File: src/rtl/irq_req_capture.sv
// Request capture ahead of the 4-to-2 priority encoder: edge-detected, sticky,
// maskable pending bits cleared by acknowledge, with overrun flags and a miss counter.
module irq_req_capture #(
   parameter int N  = 4,
   parameter int IW = 2,
   parameter int CW = 8
) (
   input  logic          clk,
   input  logic          rst_n,
   input  logic [N-1:0]  req,
   input  logic [N-1:0]  mask,
   input  logic          ack,
   input  logic [IW-1:0] ack_idx,
   output logic [N-1:0]  pend,
   output logic          irq,
   output logic [N-1:0]  ovr,
   output logic [CW-1:0] miss_cnt
);

   localparam logic [CW-1:0] MISS_MAX = '1;

   logic [N-1:0]  req_q;
   logic [N-1:0]  pending;
   logic [N-1:0]  rise;
   logic [N-1:0]  ack_vec;
   logic [N-1:0]  overrun;
   logic [N-1:0]  pending_nxt;
   logic [N-1:0]  ovr_nxt;
   logic [CW:0]   ovr_count;
   logic [CW:0]   miss_sum;
   logic [CW-1:0] miss_nxt;

   // A rise always wins over a same-cycle ack of that channel, so a fresh request
   // is never lost and is not counted as an overrun.
   always_comb begin
      rise        = req & ~req_q;
      ack_vec     = '0;
      overrun     = '0;
      pending_nxt = pending;
      ovr_nxt     = ovr;
      ovr_count   = '0;
      for (int k = 0; k < N; k++) begin
         ack_vec[k] = ack && (ack_idx == IW'(k));
         overrun[k] = rise[k] && pending[k] && !ack_vec[k];
         if (rise[k]) begin
            pending_nxt[k] = 1'b1;
         end else if (ack_vec[k]) begin
            pending_nxt[k] = 1'b0;
         end
         if (overrun[k]) begin
            ovr_nxt[k] = 1'b1;
         end else if (ack_vec[k] && !rise[k]) begin
            ovr_nxt[k] = 1'b0;
         end
         ovr_count = ovr_count + {{CW{1'b0}}, overrun[k]};
      end
      miss_sum = {1'b0, miss_cnt} + ovr_count;
      miss_nxt = (miss_sum > {1'b0, MISS_MAX}) ? MISS_MAX : miss_sum[CW-1:0];
   end

   always_ff @(posedge clk or negedge rst_n) begin
      if (!rst_n) begin
         req_q    <= '0;
         pending  <= '0;
         ovr      <= '0;
         miss_cnt <= '0;
      end else begin
         req_q    <= req;
         pending  <= pending_nxt;
         ovr      <= ovr_nxt;
         miss_cnt <= miss_nxt;
      end
   end

   // Mask gates only the presentation to the encoder; capture continues underneath.
   assign pend = pending & ~mask;
   assign irq  = |pend;

endmodule

File: config.mk
export PLATFORM = sky130hd
export DESIGN_NAME = irq_req_capture
export DESIGN_NICKNAME = d
export VERILOG_FILES = /design/src/rtl/irq_req_capture.sv
export SDC_FILE = /design/constraint.sdc
export NUM_CORES = 1
export LEC_CHECK = 0
export CAP_MARGIN = 20
export CORE_UTILIZATION = 25
export DETAILED_ROUTE_END_ITERATION = 6
export PLACE_DENSITY = 0.55
export SLEW_MARGIN = 20
export SYNTH_ARGS = -nofsm -noshare
export SYNTH_HDL_FRONTEND = slang
export SYNTH_SLANG_ARGS = --single-unit
File: constraint.sdc
create_clock -name clk -period 6.4 [get_ports clk]
set_clock_uncertainty 0.2 [all_clocks]
set_input_delay 1.28 -clock clk [delete_from_list [all_inputs] [get_ports clk]]
set_output_delay 1.28 -clock clk [all_outputs]
set_load 0.05 [all_outputs]
==> results of run 1 <==
==> final timing paths <==
| kind | from | to | slack (ns) | cells past startpoint |
|---|---|---|---|---|
| max | mask[2] | irq | 1.90 | 4 |
| min | ovr[2] | ovr[2] | 0.32 | 2 |
| max reg2reg | pending[2] | miss_cnt[1] | 3.75 | 11 |
| min reg2reg | ovr[2] | ovr[2] | 0.32 | 2 |
| max in group asynchronous | rst_n | pending[2] | 4.14 | 1 |
| min in group asynchronous | rst_n | req_q[0] | 1.32 | 1 |
==> metal layers <==
layer | global-route usage [%] | part of all wire, % | vias to the layer above
li1 | - | - | 369
met1 | 13.8 | 48 | 351
met2 | 15.2 | 42 | 29
met3 | 3.62 | 7.9 | 5
met4 | 5.97 | 2.3 | 0
met5 | 0 | 0 | -
==> critical path, stage by stage <==
cell	delay [ns]
clkdlybuf4s50_1	0.46
nor2b_1	0.05
or4_1	0.52
clkdlybuf4s50_1	0.72
==> cells in the final DEF (no fill, tap or decap), drive strengths merged, types with 4 or more instances in the layout <==
cell	n
o21ai	4
nor2b	10
nor2	6
nand3	4
a21o	4
nand2b	4
clkdlybuf4s50	29
dfrtp	20
nand2	11
==> cells by family (layout without fill, tap and decap cells) <==
logic type / after synthesis / after routing
fa+ha+maj: 4 / 4
buf+inv: 3 / 35
xor+xnor: 2 / 2
flops: 20 / 20
simple gates: 39 / 39
mux: 2 / 2
compound gates: 18 / 18
==> power breakdown <==
group          internal, mW  switching [mW]
Sequential            0.156          0.0362
Combinational        0.0901           0.150
Clock                0.0419          0.0385
==> layout make-up <==
type                    count  area share, %
clock buffers               3           3.10
inverters                   3          0.844
multi-input cells          65           32.5
flip-flops and latches     20           37.5
well taps                  46           4.32
repair buffers             29           21.8
==> sequential cells by signal (all words and copies together) (netlist names) <==
name,cells
ovr,4
pending,4
miss_cnt,8
req_q,4
==> through the flow <==
stage / worst slack, ns / util (%)
finish: 1.90 / 38.5
floorplan: 2.40 / -
detailed placement: 1.89 / 37.3
global placement: 1.93 / 37.3
global route: 1.86 / 38.5
CTS: 1.89 / 38.5
==> run summary, run 1 <==
Cells with a size suffix above 1 make up 3.33% of the layout. In this run the static leakage power is 0.551 nW. CTS saw 20 sinks. After technology mapping, the gate count stands at 88. The layout has 367 filler cells.

The worst hold path belongs to the class reg2reg. The maximum clock rate was 222 MHz; the compound-cell area share of the yosys netlist was 12.7%. The number of buffers inserted by post-CTS setup repair was 0. The synthesized netlist devotes 21.5% of its cell area to simple gates. The sequential-to-total area share from yosys stat was 53.0%; the sequential cell area was 500 um2. Of all flip-flops after synthesis, the portion carrying an async set or reset was 100%. The run finished with clean final reports.

The synthesized netlist devotes 7.68% of its cell area to adder and majority cells. The tools report the aggregate negative setup slack as 0 ns. The tools report the post-cts gate resize count as 0.

Main combinational cell family by area after synthesis: simple AND/OR/NAND/NOR gates. The worst setup path category was in2out. The area of the core came out at 3470 um2. The worst path in the final design needs a cycle of 4.50 ns, including I/O delays and setup.

The number of iterations in the first detailed-routing pass came out at 3. VDD sags by at most 0.253 mV. Area fraction of the dominant cell type after synthesis: 53.0%. The post-placement cell area came out at 1290 um2. Once detail routing completed, the nets flagged for antenna violations numbered 0. The post-layout net count came out at 139.

Of the total synthesized cell area, the portion taken by XOR and XNOR cells is 1.85%. The routed wire length per instance works out to 11.4 um. The routed design has 1900 um of wire.

The run gives 30 as the I/O pin total. After global routing the overflow that remains totals 0. Number of antenna violations at the first check in global routing: 0. Once the floorplan was initialized, standard cells occupied 27.2% of the core. In this run the tightest slew margin relative to its limit is 41.7%.

Along the worst path, the maximum fanout reaches 2. The number of placement rows was 21. For the pin with the worst max-slew slack, the measured transition is 0.872 ns. The clock passes through at most 2 buffers. In the global route stage, overall resource usage came out at 10.6%. Final design instance area without fill: 1330 um2. A synthesized cell averages 10.7 um2. For the worst-skew pair, the clock arrives at the later sink with an insertion delay of 0.25 ns.

The width of the die came out at 63.5 um. For this run, design rule violations remaining after detail routing come to 0. The maximum number of pins on one net before global-route repair is 21.

The mapped netlist covers 945 um2. TritonCTS built the clock tree. Ranked by total cell area, the synthesized netlist is headed by dfrtp_1 53%, nor2b_1 6.6%, fa_1 6.4%. The run gives 3.02 ns as the data arrival time of the critical path. The first routing iteration left 13 violations. Dividing the detail-routed via count by the number of cells gives 4.54. The Yosys step of the flow raised 0 warnings. Setup repair after global routing left no endpoint under its margin. Sorting the synthesized cells by how often they occur yields 20 x dfrtp_1, 11 x nand2_1, 10 x nor2b_1. For this design, the CTS-stage hold fixing added 0 buffers. Max-cap violations in this run came to 0. The net count after synthesis is 105. The detailed router placed 754 vias in this run. The number of pins exceeding their max-slew limit in the final report is 0, and the total CTS buffers is 3. For the post-placement cell count, the log shows 163.

Synthesis inferred 20 register bits. The prevailing post-synth register cell is dfrtp_1. The synthesis-to-finish area growth was 41.2%. The last weighted congestion value of the routability-driven placer was 0.734.

The wire-length estimate of the detail-placed layout is 1460 um. The die is 63.5 um tall. The die covers 4030 um2. The share of the cycle needed by the critical path after routing is 70.4%, and the clock transition time at the flip-flop clock pins of the worst setup and hold paths is 0.07 ns. Category of the worst setup path launch point: an input port. Most frequently used cell type in the post-synthesis netlist: dfrtp_1.

The area used by multi-input combinational logic was 433 um2. Most area-hungry cell type in the Yosys netlist: dfrtp_1. The category of the worst setup path capture point was an output port. The portion of synthesized area spent on multiplexers is 2.12%.

The count of flip-flops with a built-in enable after synthesis came out at 0. STA puts the critical path data required time at 4.92 ns. The repair_antennas step left the layout with diodes totalling 0. The tree is rooted in a clkbuf_8.

The deepest level of the CTS H-tree is 1. The power after layout is 513 uW, and the smallest hold slack is 0.318 ns. The tools report the non-filler instance count after layout as 166.

The first global-routing pass estimated 3220 um of wire. Power spread over the standard cell area amounts to 385 nW/um2. Setup violations remaining at the end of the flow were counted as 0.

For the via count of the first global-routing pass, the log shows 728. Input and output buffers added on the ports amount to 29. The logs give 0 for the number of hold violations in the final report and 24 for the count of different cell masters after synthesis.
Note: power is estimated with default switching activity, not from simulation.
==> run 2, diff against run 1 <==
--- a/config.mk
+++ b/config.mk
@@ -8,7 +8,7 @@
 export CAP_MARGIN = 20
 export CORE_UTILIZATION = 25
 export DETAILED_ROUTE_END_ITERATION = 6
-export PLACE_DENSITY = 0.55
+export PLACE_DENSITY = 0.57
 export SLEW_MARGIN = 20
 export SYNTH_ARGS = -nofsm -noshare
 export SYNTH_HDL_FRONTEND = slang
==> constraint.sdc (replaced) <==
create_clock -name clk -period 3.86 [get_ports clk]
set_clock_uncertainty 0.2 [all_clocks]
set_input_delay 0.772 -clock clk [delete_from_list [all_inputs] [get_ports clk]]
set_output_delay 0.772 -clock clk [all_outputs]
set_load 0.05 [all_outputs]
==> run summary, run 2 (synthesis gave the netlist of run 1 again) <==
The clock tree root buffer cell is clkbuf_8. The die footprint is 4030 um2 (unchanged), and the reported net switching power is 381 uW (+69%). The peak per-stage delay on the critical path was 0.71 ns (about the same). The maximum number of buffers from clock root to sink was 2 (unchanged). The tools report the post-cts gate resize count as 0 (unchanged). The hold buffer count at cts is 0 (unchanged), and the proportion of power drawn by combinational gates is 43.5% (-3.3 points). The run gives 21 (unchanged) as the maximum number of pins on one net before global-route repair.

For the clock latency at the later pin of the worst-skew pair, the log shows 0.26 ns (about the same). For the number of iterations in the first detailed-routing pass, the log shows 4 (+1). The tools report the maximum clock rate as 288 MHz. The logs give 21 (+8) for the DRC marker count from the first detailed-route iteration and 40.2% (+1.7 points) for the fraction of the core area covered by cells at the end of the flow.

The count of endpoints failing setup in the final report was 0 (unchanged); the aggregate negative setup slack was 0 ns (unchanged). Setup repair after global routing left no endpoint under its margin. The routed wire length per instance is 11.4 um (-0.11%).

Number of antenna violations at the first check in global routing: 0 (unchanged). The worst setup path is of the in2out kind. The kind of cell with the highest combined delay along the critical path is buffers and inverters. The slowest stage of the critical path is the clkdlybuf4s50_1 cell. STA classifies the critical path startpoint as an input port.

The DRC violation count after routing came out at 0 (unchanged). The tools report the data arrival time of the critical path as 2.50 ns (-0.52 ns). The count of clock tree sinks is 20 (unchanged), and the last weighted congestion value of the routability-driven placer is 0.713 (-2.8%). The internal power is 552 uW (+92%). TritonCTS built the clock tree. The die height works out to 63.5 um (unchanged). The run gives 2.89 ns (-2.03 ns) as the required time reported for the critical path endpoint. In the layout the commonest cells are 29 x clkdlybuf4s50_1, 20 x dfrtp_1, 11 x nand2_1, 10 x nor2b_1, 5 x nor2_1.

The via count of the first global-routing pass is 791 (+8.7%), and the number of nets still failing antenna checks after routing is 0 (unchanged). In this run the worst hold path is classified as reg2reg. The count of buffering cells on the critical path with inverters included works out to 2 (unchanged).

The number of buffers inserted by post-CTS setup repair is 0 (unchanged). The HPWL after detailed placement was 1490 um (+2.0%). The top fanout value on the critical path is 2 (unchanged), and the synthesis-to-finish area growth is 47.6%. The tools report the number of pins exceeding their max-slew limit in the final report as 0 (unchanged). The clock transition time at the flip-flop clock pins of the worst setup and hold paths was 0.07 ns (about the same).

The number of flip-flops under the largest register name is 8 (unchanged). The switching share of total power is 40.8% (-3.0 points). The slew at the pin closest to its max-slew limit is 0.894 ns (+0.0215 ns). The global-route wire length before repair is 3440 um (+6.6%), and the minimum clock period is 3.47 ns. The logs give 3 (unchanged) for the total CTS buffers and 0 (unchanged) for the number of hold violations in the final report. The tools report the total via count after detailed routing as 787 (+4.4%). The post-layout net count is 143 (+2.9%).

The flow ran to the end, and the final reports show no timing, DRC or antenna violations. The deepest level of the CTS H-tree came out at 1 (unchanged). The reported max-cap violation count came out at 0 (unchanged). The aggregate routed wire length was 1950 um (+2.9%). The initial standard-cell utilization of the core was 27.2% (unchanged); the share of power burned in registers was 34.2% (-3.3 points). The share of power burned in the clock network came out at 22.3% (+6.6 points). Among the stages of the critical path, the cell type that occurs most often is clkdlybuf4s50_1. The area of the core is 3470 um2 (unchanged), and the share of the cycle needed by the critical path after routing is 89.9%.

The number of placement rows was 21 (unchanged); the number of port buffers was 29 (unchanged). The width of the die is 63.5 um (unchanged). The category of the worst setup path capture point is an output port.

Worst slew slack as a fraction of its limit: 40.2% (-1.4 points). For the global routing usage summed across all routing layers, the log shows 10.8% (+0.25 points). The power density relative to cell area came out at 669 nW/um2 (+74%).

The I/O pin total is 30 (unchanged), and the aggregate global routing overflow is 0 (unchanged). Ranked by flip-flop count, first place goes to miss_cnt. Average vias per placed instance: 4.60 (+1.3%).

Traced cell by cell, the critical path runs through clkdlybuf4s50_1 > nor2b_1 > or4_1 > clkdlybuf4s50_1. The run gives 0 (unchanged) as the number of antenna cells inserted. The library cell used most frequently in the layout, excluding fill and tap cells, is clkdlybuf4s50_1. The share of cells above drive strength 1 is 7.20% (+3.9 points). The run gives 0.457 mV (+81%) as the largest vdd supply drop. The static power due to leakage came out at 0.586 nW (+6.2%).
-- run 2: area by class of cell --
type | count | area [um2]
tap | 46 | 57.6
inverter | 3 | 11.3
sequential | 20 | 500
fill | 342 | 2070
clock buffer | 3 | 41.3
multi-input combinational | 65 | 433
timing repair buffer | 33 | 320
clock inverter | 1 | 30.0
-- run 2: metal layers --
layer / vias to the layer above / share of wire [%] / GRT usage, %
li1: 376 / - / -
met1: 376 / 49 / 14.8
met2: 32 / 44 / 16.8
met3: 3 / 6.7 / 3.62
met4: 0 / 0.36 / 1.70
met5: - / 0 / 0
-- run 2: worst paths after layout --
path                                  start  slack, ns  cells after the start          end
worst max-delay path                mask[2]       0.39                      4          irq
worst min-delay path            miss_cnt[4]       0.33                      1  miss_cnt[4]
worst max register to register   pending[2]       1.32                     11  miss_cnt[4]
worst min register to register  miss_cnt[4]       0.33                      1  miss_cnt[4]
max in group asynchronous             rst_n       2.09                      1  miss_cnt[2]
min in group asynchronous             rst_n       0.81                      1     req_q[0]
-- run 2: power by group through the flow --
stage | combinational [mW] | clock, mW | sequential, mW
global route | 0.438 | 0.224 | 0.330
floorplan | 0.124 | 0 | 0.456
CTS | 0.410 | 0.215 | 0.320
global placement | 0.412 | 0 | 0.323
finish | 0.406 | 0.208 | 0.319
detailed placement | 0.408 | 0 | 0.323
-- run 2: metrics by stage --
stage / std cells / instance area [um2] / power (mW) / hold slack (ns) / setup slack (ns)
floorplan: 88 / 945 / 0.581 / 0.276 / 0.741
global placement: 167 / 1320 / 0.734 / 0.304 / 0.215
detailed placement: 167 / 1320 / 0.731 / 0.309 / 0.136
CTS: 171 / 1390 / 0.946 / 0.329 / 0.385
global route: 171 / 1390 / 0.992 / 0.357 / 0.185
finish: 171 / 1390 / 0.933 / 0.326 / 0.389
-- run 2: worst register-to-register path, delay by kind of cell, from the launching register on --
family,cells,cell delay [ns]
compound gates,2,0.28
flops,1,0.40
buf+inv,3,0.25
simple gates,2,0.16
mux,1,0.09
fa+ha+maj,3,1.04
==> run 3, diff against run 2 <==
--- a/config.mk
+++ b/config.mk
@@ -5,7 +5,8 @@
 export SDC_FILE = /design/constraint.sdc
 export NUM_CORES = 1
 export LEC_CHECK = 0
-export CAP_MARGIN = 20
+export CAP_MARGIN = 10
+export CORE_MARGIN = 4
 export CORE_UTILIZATION = 25
 export DETAILED_ROUTE_END_ITERATION = 6
 export PLACE_DENSITY = 0.57
==> run summary, run 3 (synthesis gave the netlist of run 1 again) <==
The flow ran to the end, and the final reports show no timing, DRC or antenna violations. The number of antenna cells inserted came out at 0 (unchanged). The logs give 0 (unchanged) for the reported max-cap violation count and 1 (unchanged) for the deepest level of the CTS H-tree. The clock latency at the later pin of the worst-skew pair was 0.26 ns (about the same); the power density relative to cell area was 670 nW/um2 (+0.14%). The share of cells above drive strength 1 came out at 7.20% (unchanged). The aggregate global routing overflow came out at 0 (unchanged). The worst slew slack as a fraction of its limit is 39.0% (-1.2 points).

The switching share of total power was 41.0% (+0.20 points); the global routing usage summed across all routing layers was 8.56% (-2.3 points). The width of the die came out at 69.5 um (+9.5%). The largest vdd supply drop is 0.413 mV (-9.7%), and the global-route wire length before repair is 3430 um (-0.20%). The run gives 30 (unchanged) as the I/O pin total. The logs give 0 (unchanged) for the number of buffers inserted by post-CTS setup repair and 751 (-4.6%) for the total via count after detailed routing. The number of hold violations in the final report is 0 (unchanged). TritonCTS built the clock tree. The proportion of power drawn by combinational gates was 43.4% (about the same). miss_cnt holds more flip-flops than any other register. The minimum clock period is 3.47 ns (-0.00202 ns), and the data arrival time of the critical path is 3.46 ns (+0.96 ns). Maximum number of pins on one net before global-route repair: 21 (unchanged).

Aggregate negative setup slack: 0 ns (unchanged). The DRC marker count from the first detailed-route iteration came out at 27 (+29%). The logs give 3.85 ns (+0.96 ns) for the required time reported for the critical path endpoint and 0 (unchanged) for the hold buffer count at cts. The share of power burned in registers was 34.1% (about the same); the count of clock tree sinks was 20 (unchanged).

The library cells used most frequently in the layout, excluding fill and tap cells, are 29 x clkdlybuf4s50_1, 20 x dfrtp_1, 11 x nand2_1, 10 x nor2b_1, 5 x nor2_1. Final design instance area without fill: 1400 um2 (+0.18%). The number of pins exceeding their max-slew limit in the final report was 0 (unchanged). The worst setup path is captured at a flop. The synthesis-to-finish area growth was 47.8%. The clock tree root buffer cell was clkbuf_8. The worst setup slack after placement is 0.0872 ns (-0.0491 ns). The last weighted congestion value of the routability-driven placer is 0.827 (+16%), and the slew at the pin closest to its max-slew limit is 0.912 ns (+0.0178 ns). The die height is 69.5 um (+9.5%). The run gives 1330 um2 (+0.19%) as the post-placement cell area. The number of nets still failing antenna checks after routing was 0 (unchanged); the clock transition time at the flip-flop clock pins of the worst setup and hold paths was 0.08 ns (about the same). Routed wire length per instance: 11.7 um (+2.6%).

The top fanout value on the critical path was 4 (+2); the via count of the first global-routing pass was 776 (-1.9%). The logs give 0 (unchanged) for the DRC violation count after routing and 0 (unchanged) for the count of endpoints failing setup in the final report. Leaving out fill and tap cells, the most frequent cell in the layout is clkdlybuf4s50_1. The internal power is 552 uW (about the same).

The number of placement rows was 22 (+4.8%). The post-cts gate resize count is 0 (unchanged). For the aggregate routed wire length, the log shows 2030 um (+3.8%). Post-layout net count: 143 (unchanged). The maximum clock rate is 288 MHz (about the same), and the number of antenna violations at the first check in global routing is 0 (unchanged). The logs give 22.5% (+0.2 points) for the share of power burned in the clock network and 4830 um2 (+20%) for the die footprint. For the initial standard-cell utilization of the core, the log shows 25.8% (-1.4 points). The critical path is of the in2reg type. Total CTS buffers: 3 (unchanged). The number of flip-flops under the largest register name came out at 8 (unchanged).

Setup repair after global routing left no endpoint under its margin. The run gives 4 (unchanged) as the number of iterations in the first detailed-routing pass. For the worst-case setup margin in the final layout, the log shows 0.391 ns (+0.00202 ns).

Number of port buffers: 29 (unchanged). The category of the worst setup path launch point was an input port. The logs give 3660 um2 (+5.6%) for the area of the core and 1570 um (+5.5%) for the HPWL after detailed placement.

The share of the cycle needed by the critical path after routing was 89.9% (about the same). The logs give 384 uW (+0.80%) for the reported net switching power and 0.585 nW (-0.11%) for the static power due to leakage. The maximum number of buffers from clock root to sink was 2 (unchanged); the average vias per placed instance was 4.34 (-5.7%). The run gives 369 (+7.9%) as the number of fill cells. The path type of the worst min-delay path is reg2reg.
## run 3: cell counts in the layout (fill, tap and decap cells not counted)
No cell type changed its count.
## run 3: critical path: stages
cell,delay (ns)
clkdlybuf4s50_1,0.47
nor3b_1,0.24
nand2b_1,0.16
nor2_1,0.06
fa_1,0.50
inv_1,0.05
fa_1,0.38
inv_1,0.08
fa_1,0.20
nand2_1,0.07
nor2_2,0.15
nand4_1,0.20
nand2b_1,0.12
## run 3: power by group through the flow
| stage | Clock [mW] | Combinational, mW | Sequential, mW |
|---|---|---|---|
| 2_1_floorplan | 0 | 0.124 | 0.456 |
| 3_3_place_gp | 0 | 0.411 | 0.323 |
| 3_5_place_dp | 0 | 0.409 | 0.321 |
| 4_1_cts | 0.220 | 0.412 | 0.319 |
| 5_1_grt | 0.229 | 0.435 | 0.328 |
| 6_report | 0.211 | 0.406 | 0.319 |
## run 3: path summary, 6_finish.rpt
kind | cells past startpoint | slack, ns | start | end
max | 13 | 0.39 | ack | miss_cnt[1]
min | 2 | 0.33 | ovr[0] | ovr[0]
max reg2reg | 11 | 1.27 | pending[2] | miss_cnt[1]
min reg2reg | 2 | 0.33 | ovr[0] | ovr[0]
max in group asynchronous | 1 | 2.08 | rst_n | miss_cnt[5]
min in group asynchronous | 1 | 0.82 | rst_n | ovr[2]
## run 3: stage by stage
stage | cells | utilization, % | total power [mW] | hold WS (ns)
floorplan | 88 | - | 0.581 | 0.276
global placement | 169 | 36.2 | 0.733 | 0.300
detailed placement | 169 | 36.2 | 0.731 | 0.323
CTS | 173 | 38.1 | 0.951 | 0.342
global route | 173 | 38.1 | 0.993 | 0.370
finish | 173 | 38.1 | 0.936 | 0.333
## run 3: layout make-up
| class | instances | area [um2] | area share (%) |
|---|---|---|---|
| sequential | 20 | 500 | 35.8 |
| multi-input combinational | 65 | 433 | 31.0 |
| tap | 48 | 60.1 | 4.30 |
| clock inverter | 1 | 30.0 | 2.15 |
| timing repair buffer | 33 | 320 | 22.9 |
| clock buffer | 3 | 41.3 | 2.96 |
| inverter | 3 | 11.3 | 0.806 |
## run 3: metal layers
metal / GRT usage, % / vias to the layer above / routed length (um)
met1: 10.8 / 348 / 1030
li1: - / 375 / -
met5: 0 / - / 0
met2: 13.3 / 28 / 866
met4: 1.95 / 0 / 0
met3: 3.91 / 0 / 132
